## src/rtl/mac_accumulator_8bit.sv

```systemverilog
// mac_accumulator_8bit: streaming unsigned dot-product engine.
// Operand pairs arrive over valid/ready, are registered (stage 1), multiplied
// by an 8x8 unsigned array multiplier and summed into an ACC_W-bit
// accumulator (stage 2). The beat flagged last publishes sum, beat count and
// a sticky wrap flag, which are held until the consumer takes them.

module mac_mult_8x8_array (
    input  logic [7:0]  a,
    input  logic [7:0]  b,
    output logic [15:0] p
);
    // Shift-and-add of the eight partial-product rows
    always_comb begin
        p = '0;
        for (int i = 0; i < 8; i++) begin
            p = p + ({8'b0, (a & {8{b[i]}})} << i);
        end
    end
endmodule

module mac_accumulator_8bit #(
    parameter int ACC_W = 24,
    parameter int CNT_W = 8
) (
    input  logic             clk,
    input  logic             rst,
    input  logic             in_valid,
    output logic             in_ready,
    input  logic [7:0]       in_a,
    input  logic [7:0]       in_b,
    input  logic             in_last,
    output logic             out_valid,
    input  logic             out_ready,
    output logic [ACC_W-1:0] out_data,
    output logic [CNT_W-1:0] out_beats,
    output logic             out_ovf
);

    // Stage 1: operand register
    logic             s1_valid_q, s1_valid_d;
    logic             s1_last_q,  s1_last_d;
    logic [7:0]       s1_a_q,     s1_a_d;
    logic [7:0]       s1_b_q,     s1_b_d;

    // Stage 2: running accumulation state
    logic [ACC_W-1:0] acc_q,      acc_d;
    logic [CNT_W-1:0] beat_cnt_q, beat_cnt_d;
    logic             ovf_acc_q,  ovf_acc_d;
    logic             first_q,    first_d;

    // Result registers
    logic             out_valid_q, out_valid_d;
    logic [ACC_W-1:0] out_data_q,  out_data_d;
    logic [CNT_W-1:0] out_beats_q, out_beats_d;
    logic             out_ovf_q,   out_ovf_d;

    logic             accept;
    logic [15:0]      prod;
    logic [ACC_W-1:0] base;
    logic [ACC_W:0]   sum;
    logic             ovf_n;
    logic [CNT_W-1:0] cnt_n;

    // Input is blocked while a last beat sits in stage 1 or a result is pending,
    // so a finished vector never mixes with the next one.
    assign in_ready = !rst && !out_valid_q && !(s1_valid_q && s1_last_q);
    assign accept   = in_valid && in_ready;

    mac_mult_8x8_array u_mult (
        .a (s1_a_q),
        .b (s1_b_q),
        .p (prod)
    );

    // Stage 1 next state: capture the pair on accept, otherwise drop valid
    always_comb begin
        s1_valid_d = accept;
        s1_last_d  = s1_last_q;
        s1_a_d     = s1_a_q;
        s1_b_d     = s1_b_q;
        if (accept) begin
            s1_last_d = in_last;
            s1_a_d    = in_a;
            s1_b_d    = in_b;
        end
    end

    // Stage 2 arithmetic: the first beat of a vector starts from zero rather
    // than clearing acc explicitly, which saves a cycle between vectors.
    always_comb begin
        base  = first_q ? '0 : acc_q;
        sum   = {1'b0, base} + {{(ACC_W - 15){1'b0}}, prod};
        ovf_n = (first_q ? 1'b0 : ovf_acc_q) | sum[ACC_W];
        cnt_n = (first_q ? '0 : beat_cnt_q) + CNT_W'(1);
    end

    // Stage 2 and result next state
    always_comb begin
        acc_d       = acc_q;
        beat_cnt_d  = beat_cnt_q;
        ovf_acc_d   = ovf_acc_q;
        first_d     = first_q;
        out_valid_d = out_valid_q;
        out_data_d  = out_data_q;
        out_beats_d = out_beats_q;
        out_ovf_d   = out_ovf_q;

        if (out_valid_q && out_ready) begin
            out_valid_d = 1'b0;
        end

        if (s1_valid_q) begin
            acc_d = sum[ACC_W-1:0];
            if (s1_last_q) begin
                out_data_d  = sum[ACC_W-1:0];
                out_beats_d = cnt_n;
                out_ovf_d   = ovf_n;
                out_valid_d = 1'b1;
                first_d     = 1'b1;
            end else begin
                ovf_acc_d  = ovf_n;
                beat_cnt_d = cnt_n;
                first_d    = 1'b0;
            end
        end
    end

    // State registers; reset discards any partial vector and pending result
    always_ff @(posedge clk) begin
        if (rst) begin
            s1_valid_q  <= 1'b0;
            s1_last_q   <= 1'b0;
            s1_a_q      <= '0;
            s1_b_q      <= '0;
            acc_q       <= '0;
            beat_cnt_q  <= '0;
            ovf_acc_q   <= 1'b0;
            first_q     <= 1'b1;
            out_valid_q <= 1'b0;
            out_data_q  <= '0;
            out_beats_q <= '0;
            out_ovf_q   <= 1'b0;
        end else begin
            s1_valid_q  <= s1_valid_d;
            s1_last_q   <= s1_last_d;
            s1_a_q      <= s1_a_d;
            s1_b_q      <= s1_b_d;
            acc_q       <= acc_d;
            beat_cnt_q  <= beat_cnt_d;
            ovf_acc_q   <= ovf_acc_d;
            first_q     <= first_d;
            out_valid_q <= out_valid_d;
            out_data_q  <= out_data_d;
            out_beats_q <= out_beats_d;
            out_ovf_q   <= out_ovf_d;
        end
    end

    assign out_valid = out_valid_q;
    assign out_data  = out_data_q;
    assign out_beats = out_beats_q;
    assign out_ovf   = out_ovf_q;

endmodule

```

## config.mk

```make
export PLATFORM = sky130hd
export DESIGN_NAME = mac_accumulator_8bit
export DESIGN_NICKNAME = d
export VERILOG_FILES = /design/src/rtl/mac_accumulator_8bit.sv
export SDC_FILE = /design/constraint.sdc
export NUM_CORES = 1
export LEC_CHECK = 0
export ABC_AREA = 1
export BUFFER_PORTS_ARGS = -buffer_cell sky130_fd_sc_hd__buf_4
export CELL_PAD_IN_SITES_DETAIL_PLACEMENT = 1
export CELL_PAD_IN_SITES_GLOBAL_PLACEMENT = 1
export CORE_UTILIZATION = 44
export DETAILED_ROUTE_END_ITERATION = 6
export PLACE_DENSITY = 0.85
export SKIP_LAST_GASP = 1
export SYNTH_ARGS = -nofsm -noshare
export SYNTH_HDL_FRONTEND = slang
export SYNTH_SLANG_ARGS = --single-unit
export TNS_END_PERCENT = 5
```

## constraint.sdc

```tcl
create_clock -name clk -period 7.6 [get_ports clk]
set_input_delay 0.76 -clock clk [delete_from_list [all_inputs] [get_ports clk]]
set_output_delay 0.76 -clock clk [all_outputs]
set_load 0.02 [all_outputs]
```

==> results <==
- The standby leakage power is 0.00438 µW.
- The number of global-route vias before repair is 7,052.
- The number of antenna violations at the first check in global routing is 0.
- The number of inserted filler cells in the final layout is 2,050.
- The flow ran to the end, and the final reports show no timing, DRC or antenna violations.
- The endpoint of the worst hold-timing path is out_data[22].
- The number of max-slew violations in the final report came to 0.
- By instance count, the cell type seen most on the critical path is sky130_fd_sc_hd__inv_1.
- The CTS clock-pin slew for the worst setup and hold paths is 0.07 ns.
- The x dimension of the die is 128 µm.
- The largest total area in the synthesized netlist belongs to sky130_fd_sc_hd__dfxtp_1.
- The worst register-to-register path has a setup slack of 0.57 ns.
- The starting DRC count in detailed routing is 240.
- The final period utilization is 0.925.
- Including well taps, the total number of placed cells is 1,277.
- Summing every instance area after synthesis gives 7040 µm².
- The routed design uses 9970 µm of met2 wire.
- The worst setup path is captured at a flip-flop.
- The number of CTS-inserted buffers is 9.
- The worst setup slack after placement is 0.337 ns.
- Sorting the synthesized cells by how often they occur yields sky130_fd_sc_hd__nand2_1, sky130_fd_sc_hd__inv_1, sky130_fd_sc_hd__dfxtp_1.
- Once routing completed, OpenROAD measured the worst setup slack at 0.570 ns.
- The final wirelength is 20,000 µm.
- The detailed router put a total of 8950 µm of wire on met1.
- The buffer type at the clock tree root is sky130_fd_sc_hd__clkbuf_16.
- In this run the tightest slew margin relative to its limit is 0.356.
- Among all cell types in the netlist, the one instantiated most often is sky130_fd_sc_hd__nand2_1.
- Dividing the detail-routed via count by the number of cells gives 5.04.
- The die covers 16,500 µm².
- The I/O pin count is 56.
- Averaged over all synthesized cells, the footprint is 6.73 µm².
- The cell area power density is 138 nW/µm².
- Across the whole layout, storage elements account for 1730 µm².
- The count of endpoints failing setup in the final report is 0.
- Clock tree synthesis found a total of 86 sinks.
- Along the worst path, the maximum fanout reaches 9.
- For this run, the top clock speed supported by timing is 142 MHz.
- The core region is 15,400 µm².
- The number of stages on the worst hold path is 2.
- Yosys attributes the largest share of cell area to sky130_fd_sc_hd__dfxtp_1, sky130_fd_sc_hd__nand2_1, sky130_fd_sc_hd__inv_1.
- The relative area change from synthesis to final layout is 11.6%.
- STA classifies the critical path startpoint as a flip-flop.
- The number of distinct library cells after synthesis is 44.
- The first global-routing pass estimated 33,800 µm of wire.
- The post-route total power is 1090 µW.
- The number of placement rows is 45.
- The maximum vdd drop is 0.000111 V.
- The repair_antennas step left the layout with diodes totalling 0.
- The total overflow left after global routing is 0.
- The instance count of the mapped netlist is 1,046.
- The clock arrives with 0.00705 ns of skew.
- The later pin in the worst-skew pair is clocked with a latency of 0.35 ns.
- The signal arrival time at the worst endpoint is 7.29 ns.
- The worst min-delay path startpoint is out_data[22].
- After detailed routing, the average wire length per cell comes to 15.5 µm.
- The worst register-to-register path ends at acc_q[15].
- The detailed placement HPWL is 15,100 µm.
- The multi-input combinational cells in the finished layout cover a total of 4260 µm².
- The classification of the worst-slack hold path is flip-flop to flip-flop.
- For this run, asynchronously set or reset flops after synthesis account for 0.
- Wire segments on met3 add up to 723 µm in the final route.
- TritonCTS built the clock tree.
- The biggest cell delay along the critical path is 0.58 ns.
- Once the clock tree was built, the setup fixing pass inserted 0 buffers.
- The number of endpoints with negative hold slack in the final report is 0.
- The startpoint identified for the worst register-to-register timing path is s1_a_q[0].
- The uppermost signal routing layer after detailed routing is met4.
- The final RePlAce weighted congestion is 0.882.
- Of the cells placed in the final design, the portion with a size suffix greater than 1 is 0.111.
- Entering global routing, the biggest net connects 52 pins.
- After the flow finishes, the layout carries non-filler instances totaling 1,293.
- The number of enable-type register cells in the synthesized netlist is 0.
- The starting density of the core is 0.456.
- The post-detailed-route count of antenna-violating nets is 0.
- The total track usage is 0.261.
- The sequential share of the synthesized area is 0.245.
- The net count of the finished layout is 1,184.
- The number of H-tree branching levels is 3.
- Synthesis produced a netlist with a net count of 1,153.
- The max capacitance violation total is 0.
- The remaining routing DRC violations is 0.
- The count of port buffers added during placement is 55.
- For this run, the number of Yosys warnings is 0.
- The worst setup path is of the flip-flop to flip-flop kind.
- At the pin with the least slew margin, the transition time is 0.965 ns.
- The number of storage elements in the synthesis netlist is 86.
- The number of buffers on the longest clock path is 2.
- The height of the die is 128 µm.
- The area share of the largest cell type after synthesis is 0.245.
- Counting cells, the worst reg-to-reg path comes to 33.
- The number of hold buffers added after cts is 0.
- STA puts the critical path data required time at 7.86 ns.
- The top flip-flop cell by instance count after synthesis is sky130_fd_sc_hd__dfxtp_1.
- After clock tree synthesis, the repair step resized 0 gates.
- The count of vias placed by the detailed router is 6,518.
- The final critical path time including I/O delays and setup is 7.03 ns.
- For the final routed database, the setup TNS stands at 0 ns.
- The largest individual stage delay along the critical path comes from the cell sky130_fd_sc_hd__fa_1.
- Setup repair after global routing left no endpoint under its margin.
- The first TritonRoute pass finished after 4 iterations.
state kept, by name (all words and copies together) (netlist names), 8 cells and up:
signal,flops
s1_a_q,8
out_beats,8
beat_cnt_q,8
acc_q,24
out_data,24
s1_b_q,8
worst max-delay path, delay by kind of cell (launching register included):
| kind | cells | cell delay [ns] |
|---|---|---|
| AND/OR/NAND/NOR | 9 | 0.99 |
| flip-flops | 1 | 0.43 |
| buffers and inverters | 8 | 0.53 |
| adder cells (fa/ha/maj) | 8 | 3.57 |
| XOR/XNOR | 3 | 0.46 |
| AO/OA/AOI/OAI | 5 | 0.96 |
worst max-delay path by stage:
stage | start | to | cells after the start
finish | s1_a_q[0] | acc_q[15] | 33
floorplan | s1_a_q[1] | acc_q[15] | 35
CTS | s1_a_q[0] | acc_q[15] | 33
global route | s1_b_q[0] | acc_q[15] | 34
global placement | s1_a_q[0] | acc_q[15] | 35
detailed placement | s1_a_q[1] | acc_q[15] | 33
placed cells by master (no fill, tap or decap), drive strengths merged, types with 2 or more instances in the layout:
cell      count
a21oi        65
nand3        50
xor2         16
a21o          2
nand4         7
clkinvlp      2
xnor2        12
a31oi         3
inv         227
a22o          9
or2           2
nor2         91
o211ai        6
o21ai        31
nand2       300
dfxtp        86
buf          59
fa           35
clkbuf        9
nor3          9
nand3b        3
ha           51
routing by layer:
metal  track usage  vias to the layer above
met1         0.325                     3142
met4        0.0844                        0
li1              -                     3235
met2         0.464                      113
met3        0.0378                       28
met5             0                        -
power by group:
| group | total (µW) | switching (µW) | internal [µW] |
|---|---|---|---|
| Sequential | 489 | 20.5 | 468 |
| Clock | 474 | 212 | 262 |
| Combinational | 123 | 80.1 | 42.6 |
cells by family after synthesis:
| kind of cell | count (synthesis) | share of synthesized area |
|---|---|---|
| flip-flops | 86 | 0.245 |
| adder cells (fa/ha/maj) | 86 | 0.190 |
| AND/OR/NAND/NOR | 463 | 0.280 |
| XOR/XNOR | 28 | 0.0348 |
| buffers and inverters | 263 | 0.150 |
| AO/OA/AOI/OAI | 120 | 0.100 |
metrics by stage:
step           instance area [µm²]  hold WS, ns   util
6_report                      7860        0.458  0.509
2_1_floorplan                 7040        0.435      -
3_5_place_dp                  7540        0.447  0.489
5_1_grt                       7860        0.477  0.509
3_3_place_gp                  7540        0.444  0.489
4_1_cts                       7850        0.460  0.509
area by class of cell:
cell class	instances	area share
well taps	211	0.0336
flip-flops and latches	86	0.220
clock buffers	9	0.0287
multi-input cells	697	0.542
inverters	224	0.109
repair buffers	59	0.0564
clock inverters	7	0.0108
(Power assumes the default switching activity.)
